--- config.mk ---
export PLATFORM = sky130hd
export DESIGN_NAME = dmem_mmio_flat
export DESIGN_NICKNAME = d
export VERILOG_FILES = /design/src/rtl/dmem_mmio_pkg.sv /design/src/rtl/dmem_mmio_if.sv /design/src/rtl/mmio_tx_fifo.sv /design/src/rtl/dmem_mmio.sv /design/src/flat_wrapper.sv
export SDC_FILE = /design/constraint.sdc
export NUM_CORES = 2
export LEC_CHECK = 0
export ABC_AREA = 1
export CELL_PAD_IN_SITES_DETAIL_PLACEMENT = 1
export CELL_PAD_IN_SITES_GLOBAL_PLACEMENT = 2
export CORE_MARGIN = 2
export CORE_UTILIZATION = 40
export DETAILED_ROUTE_END_ITERATION = 12
export HOLD_SLACK_MARGIN = 0.06
export PLACE_DENSITY_LB_ADDON = 0.1
export SLEW_MARGIN = 0
export SYNTH_ARGS = -nofsm -noshare
export SYNTH_HDL_FRONTEND = slang
export SYNTH_SLANG_ARGS = --single-unit
--- constraint.sdc ---
create_clock -name clk -period 4.4 [get_ports clk]
set_input_delay 1.1 -clock clk [delete_from_list [all_inputs] [get_ports clk]]
set_output_delay 1.1 -clock clk [all_outputs]
set_load 0.03 [all_outputs]
--- src/rtl/dmem_mmio_pkg.sv ---
// Address map and register bit positions shared by the data-memory stage and its sub-blocks.
package dmem_mmio_pkg;

  localparam logic [31:0] MMIO_BASE   = 32'h8000_0000;
  localparam logic [31:0] ADDR_TXDATA = MMIO_BASE + 32'h00;
  localparam logic [31:0] ADDR_STATUS = MMIO_BASE + 32'h04;
  localparam logic [31:0] ADDR_TCOUNT = MMIO_BASE + 32'h08;
  localparam logic [31:0] ADDR_TCMP   = MMIO_BASE + 32'h0C;
  localparam logic [31:0] ADDR_CTRL   = MMIO_BASE + 32'h10;

  localparam int ST_EMPTY   = 0;
  localparam int ST_FULL    = 1;
  localparam int ST_OVF     = 2;
  localparam int ST_MATCH   = 3;
  localparam int ST_CNT_LSB = 4;

  localparam int CTRL_TIMER_EN = 0;
  localparam int CTRL_IRQ_EN   = 1;

endpackage

--- src/rtl/dmem_mmio_if.sv ---
// Core-side load/store bus plus the TX byte stream and IRQ of the data-memory stage.
interface dmem_mmio_if;
  logic        MemWrite;
  logic [31:0] ALUResult;
  logic [31:0] WriteData;
  logic [31:0] ReadData;
  logic [7:0]  tx_data;
  logic        tx_valid;
  logic        tx_ready;
  logic        irq;

  modport master (
    output MemWrite, ALUResult, WriteData, tx_ready,
    input  ReadData, tx_data, tx_valid, irq
  );

  modport slave (
    input  MemWrite, ALUResult, WriteData, tx_ready,
    output ReadData, tx_data, tx_valid, irq
  );
endinterface

--- src/rtl/mmio_tx_fifo.sv ---
// Generic circular FIFO with separate occupancy count; head shown combinationally, zero when empty.
// Push accepted when not full or when a pop happens in the same cycle; pop_vld drops when empty.
module mmio_tx_fifo #(
  parameter int WIDTH = 8,
  parameter int DEPTH = 8
) (
  input  logic                     clk,
  input  logic                     rst_n,
  input  logic                     push_vld,
  input  logic [WIDTH-1:0]         push_dat,
  output logic                     push_rdy,
  input  logic                     pop_rdy,
  output logic                     pop_vld,
  output logic [WIDTH-1:0]         pop_dat,
  output logic                     full,
  output logic                     empty,
  output logic [$clog2(DEPTH):0]   count
);
  localparam int PW = $clog2(DEPTH);

  logic [WIDTH-1:0] mem [DEPTH];
  logic [PW-1:0]    rd_ptr, wr_ptr;
  logic [PW:0]      cnt;
  logic             push_do, pop_do;

  assign empty    = (cnt == '0);
  assign full     = (cnt == (PW+1)'(DEPTH));
  assign pop_vld  = !empty;
  assign pop_do   = pop_vld && pop_rdy;
  assign push_rdy = !full || pop_do;
  assign push_do  = push_vld && push_rdy;
  assign count    = cnt;
  assign pop_dat  = empty ? '0 : mem[rd_ptr];

  always_ff @(posedge clk or negedge rst_n) begin
    if (!rst_n) begin
      rd_ptr <= '0;
      wr_ptr <= '0;
      cnt    <= '0;
    end else begin
      if (push_do) wr_ptr <= wr_ptr + 1'b1;
      if (pop_do)  rd_ptr <= rd_ptr + 1'b1;
      case ({push_do, pop_do})
        2'b10:   cnt <= cnt + 1'b1;
        2'b01:   cnt <= cnt - 1'b1;
        default: cnt <= cnt;
      endcase
    end
  end

  // Storage carries no reset: the head is masked while empty.
  always_ff @(posedge clk) begin
    if (push_do) mem[wr_ptr] <= push_dat;
  end

endmodule

--- src/rtl/dmem_mmio.sv ---
// Data-memory stage: word RAM, TX byte FIFO and compare timer behind a zero-latency load path.
// Stores commit at the clock edge; a TXDATA store to a full FIFO without a pop is dropped and flagged.
module dmem_mmio
  import dmem_mmio_pkg::*;
#(
  parameter int RAM_WORDS  = 64,
  parameter int FIFO_DEPTH = 8
) (
  input  logic      clk,
  input  logic      reset,
  dmem_mmio_if.slave bus
);
  localparam int AW    = $clog2(RAM_WORDS);
  localparam int CNT_W = $clog2(FIFO_DEPTH) + 1;

  logic [31:0]      waddr;
  logic             sel_ram;
  logic             wr_tx, wr_status, wr_tcount, wr_tcmp, wr_ctrl;
  logic [AW-1:0]    ram_idx;
  logic [31:0]      ram [RAM_WORDS];
  logic             tx_push_rdy, fifo_full, fifo_empty;
  logic [CNT_W-1:0] fifo_count;
  logic [31:0]      tcount, tcmp;
  logic             timer_en, irq_en, ovf, match;
  logic [31:0]      status, rdata;

  // Byte offset within a word is ignored throughout the decode.
  assign waddr     = bus.ALUResult & ~32'h3;
  assign sel_ram   = (waddr[31:8] == 24'h0);
  assign ram_idx   = waddr[2 +: AW];
  assign wr_tx     = bus.MemWrite && (waddr == ADDR_TXDATA);
  assign wr_status = bus.MemWrite && (waddr == ADDR_STATUS);
  assign wr_tcount = bus.MemWrite && (waddr == ADDR_TCOUNT);
  assign wr_tcmp   = bus.MemWrite && (waddr == ADDR_TCMP);
  assign wr_ctrl   = bus.MemWrite && (waddr == ADDR_CTRL);

  always_ff @(posedge clk) begin
    if (bus.MemWrite && sel_ram) ram[ram_idx] <= bus.WriteData;
  end

  mmio_tx_fifo #(.WIDTH(8), .DEPTH(FIFO_DEPTH)) u_tx_fifo (
    .clk      (clk),
    .rst_n    (reset),
    .push_vld (wr_tx),
    .push_dat (bus.WriteData[7:0]),
    .push_rdy (tx_push_rdy),
    .pop_rdy  (bus.tx_ready),
    .pop_vld  (bus.tx_valid),
    .pop_dat  (bus.tx_data),
    .full     (fifo_full),
    .empty    (fifo_empty),
    .count    (fifo_count)
  );

  always_ff @(posedge clk or negedge reset) begin
    if (!reset) begin
      tcount   <= '0;
      tcmp     <= '1;
      timer_en <= 1'b0;
      irq_en   <= 1'b0;
      ovf      <= 1'b0;
      match    <= 1'b0;
    end else begin
      if (wr_tcount)     tcount <= bus.WriteData;
      else if (timer_en) tcount <= tcount + 32'd1;
      if (wr_tcmp) tcmp <= bus.WriteData;
      if (wr_ctrl) begin
        timer_en <= bus.WriteData[CTRL_TIMER_EN];
        irq_en   <= bus.WriteData[CTRL_IRQ_EN];
      end
      // A flag being set outranks a write-1-to-clear landing on the same edge.
      if (timer_en && (tcount == tcmp))             match <= 1'b1;
      else if (wr_status && bus.WriteData[ST_MATCH]) match <= 1'b0;
      if (wr_tx && !tx_push_rdy)                     ovf <= 1'b1;
      else if (wr_status && bus.WriteData[ST_OVF])   ovf <= 1'b0;
    end
  end

  assign bus.irq = match & irq_en;

  always_comb begin
    status                         = '0;
    status[ST_EMPTY]               = fifo_empty;
    status[ST_FULL]                = fifo_full;
    status[ST_OVF]                 = ovf;
    status[ST_MATCH]               = match;
    status[ST_CNT_LSB +: CNT_W]    = fifo_count;
    rdata = '0;
    if (sel_ram) begin
      rdata = ram[ram_idx];
    end else begin
      case (waddr)
        ADDR_STATUS: rdata = status;
        ADDR_TCOUNT: rdata = tcount;
        ADDR_TCMP:   rdata = tcmp;
        ADDR_CTRL: begin
          rdata[CTRL_TIMER_EN] = timer_en;
          rdata[CTRL_IRQ_EN]   = irq_en;
        end
        default:     rdata = '0;
      endcase
    end
  end

  assign bus.ReadData = rdata;

endmodule

--- src/flat_wrapper.sv ---
// flat-port wrapper written by rule: the top's interface ports become plain ports
module dmem_mmio_flat import dmem_mmio_pkg::*;
#(
  parameter int RAM_WORDS  = 64,
  parameter int FIFO_DEPTH = 8
)
  (clk, reset, bus_MemWrite, bus_ALUResult, bus_WriteData, bus_tx_ready, bus_ReadData, bus_tx_data, bus_tx_valid, bus_irq);
  dmem_mmio_if bus_i ();
  input  logic clk;
  input  logic reset;
  input wire logic [$bits(bus_i.MemWrite)-1:0] bus_MemWrite;
  input wire logic [$bits(bus_i.ALUResult)-1:0] bus_ALUResult;
  input wire logic [$bits(bus_i.WriteData)-1:0] bus_WriteData;
  input wire logic [$bits(bus_i.tx_ready)-1:0] bus_tx_ready;
  output wire logic [$bits(bus_i.ReadData)-1:0] bus_ReadData;
  output wire logic [$bits(bus_i.tx_data)-1:0] bus_tx_data;
  output wire logic [$bits(bus_i.tx_valid)-1:0] bus_tx_valid;
  output wire logic [$bits(bus_i.irq)-1:0] bus_irq;
  assign bus_i.MemWrite = bus_MemWrite;
  assign bus_i.ALUResult = bus_ALUResult;
  assign bus_i.WriteData = bus_WriteData;
  assign bus_i.tx_ready = bus_tx_ready;
  assign bus_ReadData = bus_i.ReadData;
  assign bus_tx_data = bus_i.tx_data;
  assign bus_tx_valid = bus_i.tx_valid;
  assign bus_irq = bus_i.irq;
  dmem_mmio #(.RAM_WORDS(RAM_WORDS), .FIFO_DEPTH(FIFO_DEPTH)) u_core (.clk(clk), .reset(reset), .bus(bus_i));
endmodule
==> metrics.cfg <==
[run_status]
status = completed

[yosys]
syn_avg_cell_area_um2 = 9.88
syn_area_um2 = 94200
synth_seq_area_share = 0.695
synth_top_cell_by_area = edfxtp_1
synth-main-ff-cell = edfxtp_1
yosysMostFrequentCell = nand2_1
async_flop_share = 0.0356
synthTopCellsByCount = nand2_1, edfxtp_1, buf_2, nor2_1, clkbuf_1
ys_warn_count = 0
syn_nets = 9604
ys_seq_elements = 2190
synth_top_cell_area_share = 0.673
yosys-top-cells-area = edfxtp_1, nand2_1, buf_2
synth_edf_count = 2112
synth_cells = 9530
yosysUniqueCellTypes = 34

[detailed_routing]
firstDrtPassIters = 5
wl_per_cell_um = 24.8
wirelength_mm = 333
ant_nets = 0
vias = 68800
drtIter0Drc = 5551
drcViolationCount = 0
vias_per_cell = 5.14

[sta]
setup_violations = 0
worst_pin_slew_ns = 1.26
final_max_slew_viol_count = 0
rsz0062_at_grt = true
timing.final.crit_share = 0.988
maxSlewHeadroom = 0.163
hold_viol_final = 0
max_freq_ghz = 0.230
fin_skew_ns = 0.0124
period_needed_ns = 4.35

[setup_path]
cpMostUsedCell = nand2_1
required_ns = 3.30
slowest_delay_ns = 0.20
critPathBufInv = 7
cp-end-kind = output pin
startpoint_type = input port
worstPathArrival_ns = 3.25
cp_cell_sequence = buf_16, buf_12, buf_4, buf_12, buf_4, nand2_1, nand2_1, nand2_1, nand2_1, nand2_1, nand2_1, nand2_1, nand2_1, nor2_1, buf_4, nand2_1, nand2_2, nand2_1, buf_12
cp_slowest_cell = buf_4
crit_fanout = 22
worstSetupPathType = in -> out
critPathTopFamily = buffers and inverters

[clock_tree]
cts_tree = built
cts_hold_buf = 0
cts_buffers = 236
cts_max_path_buffers = 3
htreeDepth = 4
clkTransAtPathRegs_ns = 0.06
worstSkewPairLatency_ns = 0.91
clock_sinks = 2190
clockRootBuffer = clkbuf_16

[layout]
postLayoutCellArea_um2 = 115000
nets = 10100
drive_gt1_frac = 0.129
fill_cells = 25700
synthToLayoutAreaGrowth_pct = 21.7

[pwr]
finalPower_w = 0.0470
peakVddDrop_uv = 379
powerDensity_nw_per_um2 = 411
p_leak_nw = 47.7

[place]
gp_congestion = 0.833
port_buffers = 107
dp_hpwl_mm = 200
dpl_cell_area_um2 = 105000

[grt]
grt_usage = 0.275
grt_overflow = 0
antenna_found_initial = 14
grt_pass1_vias = 70500
grt_start_max_net_pins = 93
grt_pass1_wl_mm = 481

[hold_path]
hp-class = in -> async

[floorplanning]
rows = 178
initial_core_util = 0.401
ios = 110
die_x_um = 489
die_h_um = 489
core_um2 = 235000
dieArea_um2 = 239000

[flow_run]
cap_violations = 0

==> report_power, final <==
group	leakage, nW	internal [W]	switching [W]
clock network	3.68	0.0113	0.00844
logic	24.1	0.00140	0.00299
registers	19.9	0.0229	0.0000355
==> what timing repair did <==
item / 4_1_cts / 5_1_grt
gates cloned: 15 / 16
setup buffers: 11 / 30
endpoints found under the setup margin: 35 / 37
pin swaps: 6 / 32
gates resized for setup: 159 / 166
==> path summary, 6_finish.rpt <==
check | cells after the start | slack [ns] | to | start
min in group clk | 2 | 0.49 | u_core.tcmp[20] | u_core.tcmp[20]
min | 1 | 0.25 | u_core.tcount[30] | reset
max in group asynchronous | 2 | 3.36 | u_core.tcmp[26] | reset
max | 19 | 0.05 | bus_ReadData[24] | bus_ALUResult[2]
min reg2reg | 2 | 0.49 | u_core.tcmp[20] | u_core.tcmp[20]
max reg2reg | 15 | 1.68 | u_core.u_tx_fifo.count[3] | u_core.u_tx_fifo.count[1]
==> through the flow <==
stage | worst slack (ns) | instances | TNS, ns | hold slack, ns | util
finish | 0.0516 | 13400 | 0 | 0.255 | 0.488
global route | -0.0674 | 13400 | -0.339 | 0.276 | 0.488
CTS | -0.0238 | 13300 | -0.0270 | 0.249 | 0.483
detailed placement | -0.465 | 12900 | -9.74 | 0.484 | 0.446
global placement | -0.468 | 12900 | -9.23 | 0.466 | 0.446
floorplan | 0.435 | 9530 | 0 | 0.456 | -
==> worst reg2reg max path, delay by kind of cell, from the launching register on <==
kind                     cells  cell delay (ns)
AO/OA/AOI/OAI                1             0.20
adder cells (fa/ha/maj)      1             0.33
buffers and inverters        3             0.27
flip-flops                   1             0.44
AND/OR/NAND/NOR             10             1.38
==> logic make-up (layout without fill, tap and decap cells) <==
| group | after synthesis | in the layout | synth area share |
|---|---|---|---|
| other | 0 | 9 | 0 |
| adders and majority gates | 6 | 6 | 0.000877 |
| AOI/OAI and AO/OA | 132 | 132 | 0.00820 |
| xor gates and xnor gates | 38 | 38 | 0.00353 |
| DFF | 2190 | 2190 | 0.695 |
| and+or+nand+nor | 6554 | 6554 | 0.265 |
| buffers and inverters | 610 | 1306 | 0.0279 |
==> layout by cell type, fill, tap and decap left out, types with 18 or more instances in the layout <==
| cell type | netlist | routed |
|---|---|---|
| dfrtp_1 | 46 | 46 |
| clkinv_1 | 0 | 57 |
| clkdlybuf4s50_1 | 0 | 35 |
| buf_16 | 0 | 35 |
| clkinv_2 | 0 | 39 |
| o21ai_1 | 21 | 21 |
| inv_1 | 129 | 123 |
| xor2_1 | 26 | 26 |
| buf_4 | 4 | 346 |
| nand2_2 | 2 | 110 |
| buf_12 | 0 | 227 |
| nand2_1 | 6116 | 5989 |
| edfxtp_1 | 2112 | 2112 |
| nand2_4 | 0 | 19 |
| nor2_2 | 3 | 18 |
| nand3_1 | 99 | 98 |
| dfstp_2 | 32 | 32 |
| bufinv_16 | 0 | 23 |
| buf_6 | 1 | 24 |
| clkbuf_16 | 0 | 252 |
| clkbuf_1 | 175 | 58 |
| buf_2 | 250 | 28 |
| nand4_1 | 36 | 36 |
| nor2_1 | 247 | 139 |
| o211ai_1 | 26 | 26 |
| o21ai_0 | 60 | 60 |
| nor3_1 | 36 | 30 |
| nor2_4 | 2 | 95 |
==> registers in the layout, summed over array words and instances (netlist names) <==
signal                   cells
u_core.irq_en                1
u_core.match                 1
u_core.ovf                   1
u_core.ram                2048
u_core.tcmp                 32
u_core.tcount               32
u_core.timer_en              1
u_core.u_tx_fifo.count       4
u_core.u_tx_fifo.mem        64
u_core.u_tx_fifo.rd_ptr      3
u_core.u_tx_fifo.wr_ptr      3
==> layer usage <==
layer	track usage	part of all wire	vias to the layer above
li1	-	-	31900
met1	0.392	0.46	35100
met2	0.446	0.47	1491
met3	0.0277	0.046	372
met4	0.0792	0.028	0
met5	0	0	-
==> area by class of cell <==
class | instances | area (µm²) | share of cell area
sequential | 2190 | 65400 | 0.571
inverter | 133 | 557 | 0.00486
clock inverter | 140 | 1350 | 0.0118
tap | 3150 | 3940 | 0.0344
timing repair inverter | 1 | 11.3 | 0.0000983
antenna | 9 | 22.5 | 0.000197
timing repair buffer | 731 | 9720 | 0.0848
clock buffer | 301 | 6230 | 0.0544
multi-input combinational | 6730 | 27400 | 0.239
Note: power is estimated with default switching activity, not from simulation.
